--- src/rtl/id_exe_stage_reg_if.sv ---
// ID/EXE pipeline-register bundle: ID-side inputs, EXE-side outputs, stall and event counters.
// The master modport is the surrounding core (or a bench); the slave modport is the stage register.
interface id_exe_stage_reg_if #(
    parameter int DATA_W = 32
);
    logic              flush_i;
    logic              id_valid_i;
    logic [4:0]        id_rs1_i;
    logic [4:0]        id_rs2_i;
    logic [4:0]        id_rd_i;
    logic              id_use_rs1_i;
    logic              id_use_rs2_i;
    logic [7:0]        id_ctrl_i;
    logic [DATA_W-1:0] id_rs1_data_i;
    logic [DATA_W-1:0] id_rs2_data_i;
    logic [DATA_W-1:0] id_imm_i;
    logic [DATA_W-1:0] id_pc_i;

    logic              stall_o;
    logic              exe_valid_o;
    logic [4:0]        exe_rs1_o;
    logic [4:0]        exe_rs2_o;
    logic [4:0]        exe_rd_o;
    logic [7:0]        exe_ctrl_o;
    logic [DATA_W-1:0] exe_rs1_data_o;
    logic [DATA_W-1:0] exe_rs2_data_o;
    logic [DATA_W-1:0] exe_imm_o;
    logic [DATA_W-1:0] exe_pc_o;
    logic [31:0]       stall_cnt_o;
    logic [31:0]       flush_cnt_o;

    modport master (
        output flush_i, id_valid_i, id_rs1_i, id_rs2_i, id_rd_i,
               id_use_rs1_i, id_use_rs2_i, id_ctrl_i,
               id_rs1_data_i, id_rs2_data_i, id_imm_i, id_pc_i,
        input  stall_o, exe_valid_o, exe_rs1_o, exe_rs2_o, exe_rd_o, exe_ctrl_o,
               exe_rs1_data_o, exe_rs2_data_o, exe_imm_o, exe_pc_o,
               stall_cnt_o, flush_cnt_o
    );

    modport slave (
        input  flush_i, id_valid_i, id_rs1_i, id_rs2_i, id_rd_i,
               id_use_rs1_i, id_use_rs2_i, id_ctrl_i,
               id_rs1_data_i, id_rs2_data_i, id_imm_i, id_pc_i,
        output stall_o, exe_valid_o, exe_rs1_o, exe_rs2_o, exe_rd_o, exe_ctrl_o,
               exe_rs1_data_o, exe_rs2_data_o, exe_imm_o, exe_pc_o,
               stall_cnt_o, flush_cnt_o
    );
endinterface

--- src/rtl/id_exe_stage_reg.sv ---
// ID/EXE pipeline register with load-use hazard detection, bubble insertion and branch flush.
// Optional stall/flush event counters are built only when ID_EXE_PERF_CNT_EN is defined.
module id_exe_stage_reg #(
    parameter int DATA_W = 32
) (
    input logic               clk_i,
    input logic               rst_i,
    id_exe_stage_reg_if.slave bus
);
    // Control packing: {RegWrite, MemRead, MemWrite, MemtoReg, ALUSrc, Branch, ALUOp[1:0]}
    localparam int CTRL_MEMREAD = 6;
    localparam int N_DATA       = 4;

    logic              r_exe_valid;
    logic [4:0]        r_exe_rs1;
    logic [4:0]        r_exe_rs2;
    logic [4:0]        r_exe_rd;
    logic [7:0]        r_exe_ctrl;
    logic [DATA_W-1:0] r_exe_data [N_DATA];
    logic [DATA_W-1:0] w_id_data  [N_DATA];

    logic w_rs1_match;
    logic w_rs2_match;
    logic w_hz;
    logic w_stall;
    logic w_bubble;

    assign w_rs1_match = bus.id_use_rs1_i && (bus.id_rs1_i == r_exe_rd);
    assign w_rs2_match = bus.id_use_rs2_i && (bus.id_rs2_i == r_exe_rd);

    // A load writing x0 produces nothing to wait for, so it never stalls.
    assign w_hz = r_exe_valid && r_exe_ctrl[CTRL_MEMREAD] && (r_exe_rd != 5'd0) &&
                  bus.id_valid_i && (w_rs1_match || w_rs2_match);

    assign w_stall  = w_hz && !bus.flush_i;
    assign w_bubble = bus.flush_i || w_hz;

    always_ff @(posedge clk_i or negedge rst_i) begin
        if (!rst_i) begin
            r_exe_valid <= 1'b0;
            r_exe_ctrl  <= 8'd0;
            r_exe_rd    <= 5'd0;
            r_exe_rs1   <= 5'd0;
            r_exe_rs2   <= 5'd0;
        end else if (w_bubble) begin
            // Bubble clears only what downstream stages act on; operands simply hold.
            r_exe_valid <= 1'b0;
            r_exe_ctrl  <= 8'd0;
            r_exe_rd    <= 5'd0;
        end else begin
            r_exe_valid <= bus.id_valid_i;
            r_exe_ctrl  <= bus.id_valid_i ? bus.id_ctrl_i : 8'd0;
            r_exe_rd    <= bus.id_rd_i;
            r_exe_rs1   <= bus.id_rs1_i;
            r_exe_rs2   <= bus.id_rs2_i;
        end
    end

    assign w_id_data[0] = bus.id_rs1_data_i;
    assign w_id_data[1] = bus.id_rs2_data_i;
    assign w_id_data[2] = bus.id_imm_i;
    assign w_id_data[3] = bus.id_pc_i;

    generate
        for (genvar gi = 0; gi < N_DATA; gi++) begin : g_data
            always_ff @(posedge clk_i or negedge rst_i) begin
                if (!rst_i) begin
                    r_exe_data[gi] <= '0;
                end else if (!w_bubble) begin
                    r_exe_data[gi] <= w_id_data[gi];
                end
            end
        end
    endgenerate

    assign bus.stall_o        = w_stall;
    assign bus.exe_valid_o    = r_exe_valid;
    assign bus.exe_rs1_o      = r_exe_rs1;
    assign bus.exe_rs2_o      = r_exe_rs2;
    assign bus.exe_rd_o       = r_exe_rd;
    assign bus.exe_ctrl_o     = r_exe_ctrl;
    assign bus.exe_rs1_data_o = r_exe_data[0];
    assign bus.exe_rs2_data_o = r_exe_data[1];
    assign bus.exe_imm_o      = r_exe_data[2];
    assign bus.exe_pc_o       = r_exe_data[3];

`ifdef ID_EXE_PERF_CNT_EN
    logic [31:0] r_stall_cnt;
    logic [31:0] r_flush_cnt;

    // Both counters wrap naturally at 2^32.
    always_ff @(posedge clk_i or negedge rst_i) begin
        if (!rst_i) begin
            r_stall_cnt <= 32'd0;
            r_flush_cnt <= 32'd0;
        end else begin
            if (w_stall) begin
                r_stall_cnt <= r_stall_cnt + 32'd1;
            end
            if (bus.flush_i) begin
                r_flush_cnt <= r_flush_cnt + 32'd1;
            end
        end
    end

    assign bus.stall_cnt_o = r_stall_cnt;
    assign bus.flush_cnt_o = r_flush_cnt;
`else
    assign bus.stall_cnt_o = 32'd0;
    assign bus.flush_cnt_o = 32'd0;
`endif

endmodule

--- src/flat_wrapper.sv ---
// flat-port wrapper written by rule: the top's interface ports become plain ports
module id_exe_stage_reg_flat 
#(
    parameter int DATA_W = 32
)
  (clk_i, rst_i, bus_flush_i, bus_id_valid_i, bus_id_rs1_i, bus_id_rs2_i, bus_id_rd_i, bus_id_use_rs1_i, bus_id_use_rs2_i, bus_id_ctrl_i, bus_id_rs1_data_i, bus_id_rs2_data_i, bus_id_imm_i, bus_id_pc_i, bus_stall_o, bus_exe_valid_o, bus_exe_rs1_o, bus_exe_rs2_o, bus_exe_rd_o, bus_exe_ctrl_o, bus_exe_rs1_data_o, bus_exe_rs2_data_o, bus_exe_imm_o, bus_exe_pc_o, bus_stall_cnt_o, bus_flush_cnt_o);
  id_exe_stage_reg_if #(.DATA_W(DATA_W)) bus_i ();
  input logic clk_i;
  input logic rst_i;
  input wire logic [$bits(bus_i.flush_i)-1:0] bus_flush_i;
  input wire logic [$bits(bus_i.id_valid_i)-1:0] bus_id_valid_i;
  input wire logic [$bits(bus_i.id_rs1_i)-1:0] bus_id_rs1_i;
  input wire logic [$bits(bus_i.id_rs2_i)-1:0] bus_id_rs2_i;
  input wire logic [$bits(bus_i.id_rd_i)-1:0] bus_id_rd_i;
  input wire logic [$bits(bus_i.id_use_rs1_i)-1:0] bus_id_use_rs1_i;
  input wire logic [$bits(bus_i.id_use_rs2_i)-1:0] bus_id_use_rs2_i;
  input wire logic [$bits(bus_i.id_ctrl_i)-1:0] bus_id_ctrl_i;
  input wire logic [$bits(bus_i.id_rs1_data_i)-1:0] bus_id_rs1_data_i;
  input wire logic [$bits(bus_i.id_rs2_data_i)-1:0] bus_id_rs2_data_i;
  input wire logic [$bits(bus_i.id_imm_i)-1:0] bus_id_imm_i;
  input wire logic [$bits(bus_i.id_pc_i)-1:0] bus_id_pc_i;
  output wire logic [$bits(bus_i.stall_o)-1:0] bus_stall_o;
  output wire logic [$bits(bus_i.exe_valid_o)-1:0] bus_exe_valid_o;
  output wire logic [$bits(bus_i.exe_rs1_o)-1:0] bus_exe_rs1_o;
  output wire logic [$bits(bus_i.exe_rs2_o)-1:0] bus_exe_rs2_o;
  output wire logic [$bits(bus_i.exe_rd_o)-1:0] bus_exe_rd_o;
  output wire logic [$bits(bus_i.exe_ctrl_o)-1:0] bus_exe_ctrl_o;
  output wire logic [$bits(bus_i.exe_rs1_data_o)-1:0] bus_exe_rs1_data_o;
  output wire logic [$bits(bus_i.exe_rs2_data_o)-1:0] bus_exe_rs2_data_o;
  output wire logic [$bits(bus_i.exe_imm_o)-1:0] bus_exe_imm_o;
  output wire logic [$bits(bus_i.exe_pc_o)-1:0] bus_exe_pc_o;
  output wire logic [$bits(bus_i.stall_cnt_o)-1:0] bus_stall_cnt_o;
  output wire logic [$bits(bus_i.flush_cnt_o)-1:0] bus_flush_cnt_o;
  assign bus_i.flush_i = bus_flush_i;
  assign bus_i.id_valid_i = bus_id_valid_i;
  assign bus_i.id_rs1_i = bus_id_rs1_i;
  assign bus_i.id_rs2_i = bus_id_rs2_i;
  assign bus_i.id_rd_i = bus_id_rd_i;
  assign bus_i.id_use_rs1_i = bus_id_use_rs1_i;
  assign bus_i.id_use_rs2_i = bus_id_use_rs2_i;
  assign bus_i.id_ctrl_i = bus_id_ctrl_i;
  assign bus_i.id_rs1_data_i = bus_id_rs1_data_i;
  assign bus_i.id_rs2_data_i = bus_id_rs2_data_i;
  assign bus_i.id_imm_i = bus_id_imm_i;
  assign bus_i.id_pc_i = bus_id_pc_i;
  assign bus_stall_o = bus_i.stall_o;
  assign bus_exe_valid_o = bus_i.exe_valid_o;
  assign bus_exe_rs1_o = bus_i.exe_rs1_o;
  assign bus_exe_rs2_o = bus_i.exe_rs2_o;
  assign bus_exe_rd_o = bus_i.exe_rd_o;
  assign bus_exe_ctrl_o = bus_i.exe_ctrl_o;
  assign bus_exe_rs1_data_o = bus_i.exe_rs1_data_o;
  assign bus_exe_rs2_data_o = bus_i.exe_rs2_data_o;
  assign bus_exe_imm_o = bus_i.exe_imm_o;
  assign bus_exe_pc_o = bus_i.exe_pc_o;
  assign bus_stall_cnt_o = bus_i.stall_cnt_o;
  assign bus_flush_cnt_o = bus_i.flush_cnt_o;
  id_exe_stage_reg #(.DATA_W(DATA_W)) u_core (.clk_i(clk_i), .rst_i(rst_i), .bus(bus_i));
endmodule
--- config.mk ---
export PLATFORM = sky130hd
export DESIGN_NAME = id_exe_stage_reg_flat
export DESIGN_NICKNAME = d
export VERILOG_FILES = /design/src/rtl/id_exe_stage_reg_if.sv /design/src/rtl/id_exe_stage_reg.sv /design/src/flat_wrapper.sv
export SDC_FILE = /design/constraint.sdc
export NUM_CORES = 1
export LEC_CHECK = 0
export ABC_AREA = 0
export BUFFER_PORTS_ARGS = -buffer_cell sky130_fd_sc_hd__buf_2
export CORE_ASPECT_RATIO = 0.6
export CORE_UTILIZATION = 40
export DETAILED_ROUTE_END_ITERATION = 10
export PLACE_DENSITY_LB_ADDON = 0.05
export SLEW_MARGIN = 20
export SYNTH_ARGS = -nofsm -noshare
export SYNTH_HDL_FRONTEND = slang
export SYNTH_SLANG_ARGS = --single-unit
--- constraint.sdc ---
create_clock -name clk_i -period 3.88 [get_ports clk_i]
set_clock_uncertainty 0.05 [all_clocks]
set_input_delay 0.388 -clock clk_i [delete_from_list [all_inputs] [get_ports clk_i]]
set_output_delay 0.388 -clock clk_i [all_outputs]
set_load 0.03 [all_outputs]
* Word-level counts from Yosys, hierarchy flattened
Index checks and enable logic that the tools add are counted.
Word-level totals: register bits after elaboration 152, input bits 157, output and inout port bits 217, word-level logic and storage cells 26
Cells by class: equality and inequality tests 2, multiplexer cells 4, reductions and logical operators 11
Operators with widths (count):
- $mux W8 | 2
- $eq A5 B5 Y1 | 2
- $logic_and A1 B1 Y1 | 7
- $mux W5 | 1
- $reduce_bool A5 Y1 | 1
- $logic_or A1 B1 Y1 | 2
- $logic_not A1 Y1 | 1
- $mux W1 | 1

* Longest topological paths before layout
depth after elaboration 6, mapped depth 7, mapped depth without buffers 4

* Worst setup path after synthesis
No wires, ideal clock.
kind flip-flop to output port, start register u_core.r_exe_rd[1], in the netlist u_core.bus.exe_rd_o[1], end output bus_stall_o, data arrival time 2.070 ns, data required time 3.442 ns, path slack 1.372 ns, cell stages (with the launch flop) 6, path through dfrtp_1 xnor2_1 nand4_1 o22a_1 clkbuf_1 nor3_1
Between the ends: cells in the longest elaborated chain, start to end 5
RTL lines:
- start, declared | RTL line id_exe_stage_reg.sv:17 | logic [4:0] r_exe_rd;
- start signal, assigned | RTL line id_exe_stage_reg.sv:53 | r_exe_rd <= bus.id_rd_i;
- $eq A5 B5 Y1, or another cell as far along | RTL line id_exe_stage_reg.sv:28 | assign w_rs1_match = bus.id_use_rs1_i && (bus.id_rs1_i == r_exe_rd);
- $logic_and A1 B1 Y1 (on tied branches) | RTL line id_exe_stage_reg.sv:28, id_exe_stage_reg.sv:29, id_exe_stage_reg.sv:32
- $logic_or A1 B1 Y1 / $logic_and A1 B1 Y1 (equally long branches) | RTL line id_exe_stage_reg.sv:33, id_exe_stage_reg.sv:32
- $logic_and A1 B1 Y1 (*) | RTL line id_exe_stage_reg.sv:33 | bus.id_valid_i && (w_rs1_match || w_rs2_match);
- $logic_and A1 B1 Y1 (*) | RTL line id_exe_stage_reg.sv:35 | assign w_stall = w_hz && !bus.flush_i;
- end, declared | RTL line flat_wrapper.sv:22 | output wire logic [$bits(bus_i.stall_o)-1:0] bus_stall_o;
Every way passes the cells marked *; elsewhere a longest branch is shown, timed or not.

* Final worst setup path
start register u_core.r_exe_rd[2], in the netlist u_core.bus.exe_rd_o[2], end output bus_stall_o
Same word-level chain as after synthesis.

==> summary.md <==
Across the run, the number of max-cap violations was 0. Starting utilization of the core area: 0.408. The final layout contains routed wiring with a total length of 33.9 mm.

Static timing analysis puts the maximum clock frequency at 356 MHz. The shortest clock period the worst path allows after layout was 2.81 ns. The number of antenna violations at the first check in global routing is 8, and the vertical die dimension is 124 µm.

The tightest min-delay check is of the in -> reg type. Share of synthesized registers carrying an async set or reset: 1.00. The type of the worst setup path was reg -> out.

Vias after detailed routing: 9658. Post-CTS repair changed the size of 0 cells. The biggest area contributor in the post-synthesis netlist is dfrtp_1.

The flop-to-flop setup slack is 1.41 ns. The most used flip-flop cell after synthesis is dfrtp_1. The count of flip-flops with a built-in enable after synthesis was 0. The run finished with clean final reports. TritonCTS built the clock tree. The run gives 0.346 as the headroom to the max-slew limit.

The most critical setup path has its endpoint at bus_stall_o. The H-tree generated during clock tree synthesis spans 4 levels. The floorplan die width came out at 205 µm. The fraction of layout instances using a drive strength above 1 was 0.283. The footprint of the multi-input gates is 0.00525 mm².

Power spread over the standard cell area amounts to 419 mW/mm². The logs give 3.44 ns for the worst endpoint required time and 0 for the DRC violation count after routing. The die covers 0.0254 mm². The count of antenna-violating nets left after detailed routing is 0, and the clock-pin slew reported for the worst setup and hold paths after clock tree synthesis is 0.07 ns. Setup violations remaining at the end of the flow were counted as 0. In the post-synthesis netlist, the biggest area contributors are dfrtp_1 38%, o221ai_1 12%, a22oi_1 10%.

During synthesis, Yosys emitted a total of 0 warnings. The detailed-route wire length per cell came out at 20.6 µm. The synthesized netlist cell count came out at 1096. CTS placed an instance of clkbuf_16 at the clock tree root. The worst setup path is launched from a register. In this run the worst setup path begins at u_core.bus.exe_rd_o[2]$_DFF_PN0_. The post-synthesis to final-layout area growth was 20.7%. The number of global-route vias before repair is 8865, and the post-synth design cell area is 0.00988 mm².

The clock reaches the later pin of the worst-skew pair after 0.43 ns. After the flow finishes, the layout carries non-filler instances totaling 1643. For the core utilization of the finished layout, the log shows 0.493.

The first detailed-routing pass took 5 iterations. Summed over all layers, the global routing overflow is 0. Share of the clock period used by the worst path after layout: 0.724. Data on the critical path arrives at its endpoint at 2.37 ns.

Along the worst path, the maximum fanout reaches 81. The number of register bits inferred by synthesis was 152; the combined flip-flop and latch cell area was 0.00380 mm². After detailed placement, the total cell area comes to 0.0113 mm². The maximum clock path buffer count is 2. The total track usage came out at 0.259.

The tools report the proportion of synthesized chip area in sequential cells as 0.385. Reg-to-reg critical path startpoint: u_core.bus.exe_rd_o[0]$_DFF_PN0_. For the count of standard-cell rows, the log shows 44. Sorting the synthesized cells by how often they occur yields 152 x dfrtp_1, 140 x nand2_1. The fraction of post-synthesis cell area in the top cell type by area was 0.385.

Averaged over all synthesized cells, the footprint is 9.02 µm². For the largest net degree at the start of global routing, the log shows 140. After routing the design area is 0.0119 mm². For the final RePlAce weighted congestion, the log shows 0.776. The tools report the terminus of the critical flop-to-flop path as u_core.bus.exe_ctrl_o[7]$_DFF_PN0_.

STA classifies the critical path endpoint as an output pin. The count of final max-slew check failures is 0, and the final HPWL from detailed placement is 19.5 mm. For the worst-case setup slack after placement, the log shows 1.42 ns. Dividing the detail-routed via count by the number of cells gives 5.88. Setup repair after global routing left no endpoint under its margin. The run gives 374 as the count of boundary I/O pins. In this run, the number of DRC markers left after iteration 0 of detailed routing was 841. At the pin with the least slew margin, the transition time is 0.981 ns. The tools report the count of clock tree sinks as 152. TritonCTS created 17 clock buffers. The number of nets in the finished design is 1459.

The number of port buffers is 309, and the wire length of the first global-routing pass is 51.7 mm. The area inside the core boundary was 0.0242 mm². VDD sags by at most 0.000260 V. The sum of negative setup slack was 0 ns; the count of distinct cell types in the synthesized netlist was 26. Including well taps, the total number of placed cells is 1604.

The tools report the hold violation total from the final report as 0. In the post-synthesis netlist, the cell with the most instances is dfrtp_1. In this run the static leakage power is 4.62 nW.

The tools report the final critical-path setup slack as 1.07 ns. The worst register-to-register path has a depth of 6. Counting the fill cells in the layout gives 2357.
[where the power goes]
part           internal (W)  switching (W)  total, W
Sequential          0.00175       0.000136   0.00188
Combinational      0.000402       0.000912   0.00131
Clock               0.00108       0.000720   0.00180
[state kept, by name, indices dropped and copies added, names as in the netlist]
| register | count |
|---|---|
| u_core.bus.exe_rs1_data_o | 32 |
| u_core.bus.exe_ctrl_o | 8 |
| u_core.bus.exe_rd_o | 5 |
| u_core.bus.exe_pc_o | 32 |
| u_core.bus.exe_rs2_data_o | 32 |
| u_core.bus.exe_rs1_o | 5 |
| u_core.bus.exe_imm_o | 32 |
| u_core.bus.exe_valid_o | 1 |
| u_core.bus.exe_rs2_o | 5 |
[repair_timing]
action                                 4_1_cts  5_1_grt
setup buffers                                0        0
endpoints found under the hold margin       55        0
hold buffers                                 1        0
[cell families (layout without fill, tap and decap cells)]
logic type | after synthesis | in the layout | synth area share
AOI/OAI and AO/OA | 432 | 432 | 0.350
xor gates and xnor gates | 10 | 10 | 0.00886
and+or+nand+nor | 284 | 284 | 0.144
other | 1 | 70 | 0.000380
buffers and inverters | 217 | 373 | 0.112
DFF | 152 | 152 | 0.385
[layer usage]
| metal | global-route usage | up-vias | wire (µm) |
|---|---|---|---|
| met1 | 0.383 | 4752 | 16300 |
| met5 | 0 | - | 31 |
| met4 | 0.0773 | 4 | 580 |
| met3 | 0.0604 | 40 | 2380 |
| li1 | - | 4469 | - |
| met2 | 0.371 | 393 | 14600 |
[placed cells by master (no fill, tap or decap), types with 2 or more instances in the layout]
cell,count
o221ai_1,138
nand2_4,2
a211oi_2,9
dfrtp_1,152
clkinvlp_4,5
a211oi_1,4
conb_1,64
clkbuf_8,5
xnor2_1,10
nand4_1,2
buf_4,12
bufinv_16,3
o211ai_1,138
a22oi_1,138
diode_2,6
nand2_1,138
clkbuf_16,17
nor2b_1,138
buf_2,307
inv_1,13
buf_12,6
[critical path, cell delays in order, from the launching register on]
cell and delay, ns:
dfrtp_1 0.43, or4_1 0.62, o21ai_4 0.20, buf_12 0.34
nor3_1 0.09, buf_2 0.22
[worst min path at each step]
| stage | startpoint | endpoint | cells past startpoint |
|---|---|---|---|
| 6_report | bus_id_ctrl_i[1] | u_core.bus.exe_ctrl_o[1]$_DFF_PN0_ | 3 |
| 2_1_floorplan | rst_i | u_core.bus.exe_ctrl_o[0]$_DFF_PN0_ | 0 |
| 3_5_place_dp | rst_i | u_core.bus.exe_rs1_data_o[0]$_DFFE_PN0N_ | 1 |
| 3_3_place_gp | rst_i | u_core.bus.exe_rs1_data_o[0]$_DFFE_PN0N_ | 1 |
| 5_1_grt | bus_id_ctrl_i[1] | u_core.bus.exe_ctrl_o[1]$_DFF_PN0_ | 3 |
| 4_1_cts | bus_id_ctrl_i[1] | u_core.bus.exe_ctrl_o[1]$_DFF_PN0_ | 3 |
[per-stage QoR]
| step | power (W) | hold slack, ns |
|---|---|---|
| finish | 0.00500 | 0.114 |
| CTS | 0.00503 | 0.0940 |
| global route | 0.00522 | 0.0962 |
| detailed placement | 0.00322 | 0.364 |
| floorplan | 0.00282 | 0.0424 |
| global placement | 0.00322 | 0.365 |
[layout make-up]
cell class	instances	area share
Multi-Input combinational cell	790	0.440
Inverter	13	0.00409
Clock buffer	22	0.0406
Clock inverter	10	0.0119
Tap cell	322	0.0338
Antenna cell	6	0.00126
Sequential cell	152	0.319
Timing Repair Buffer	328	0.149
(Power assumes the default switching activity.)
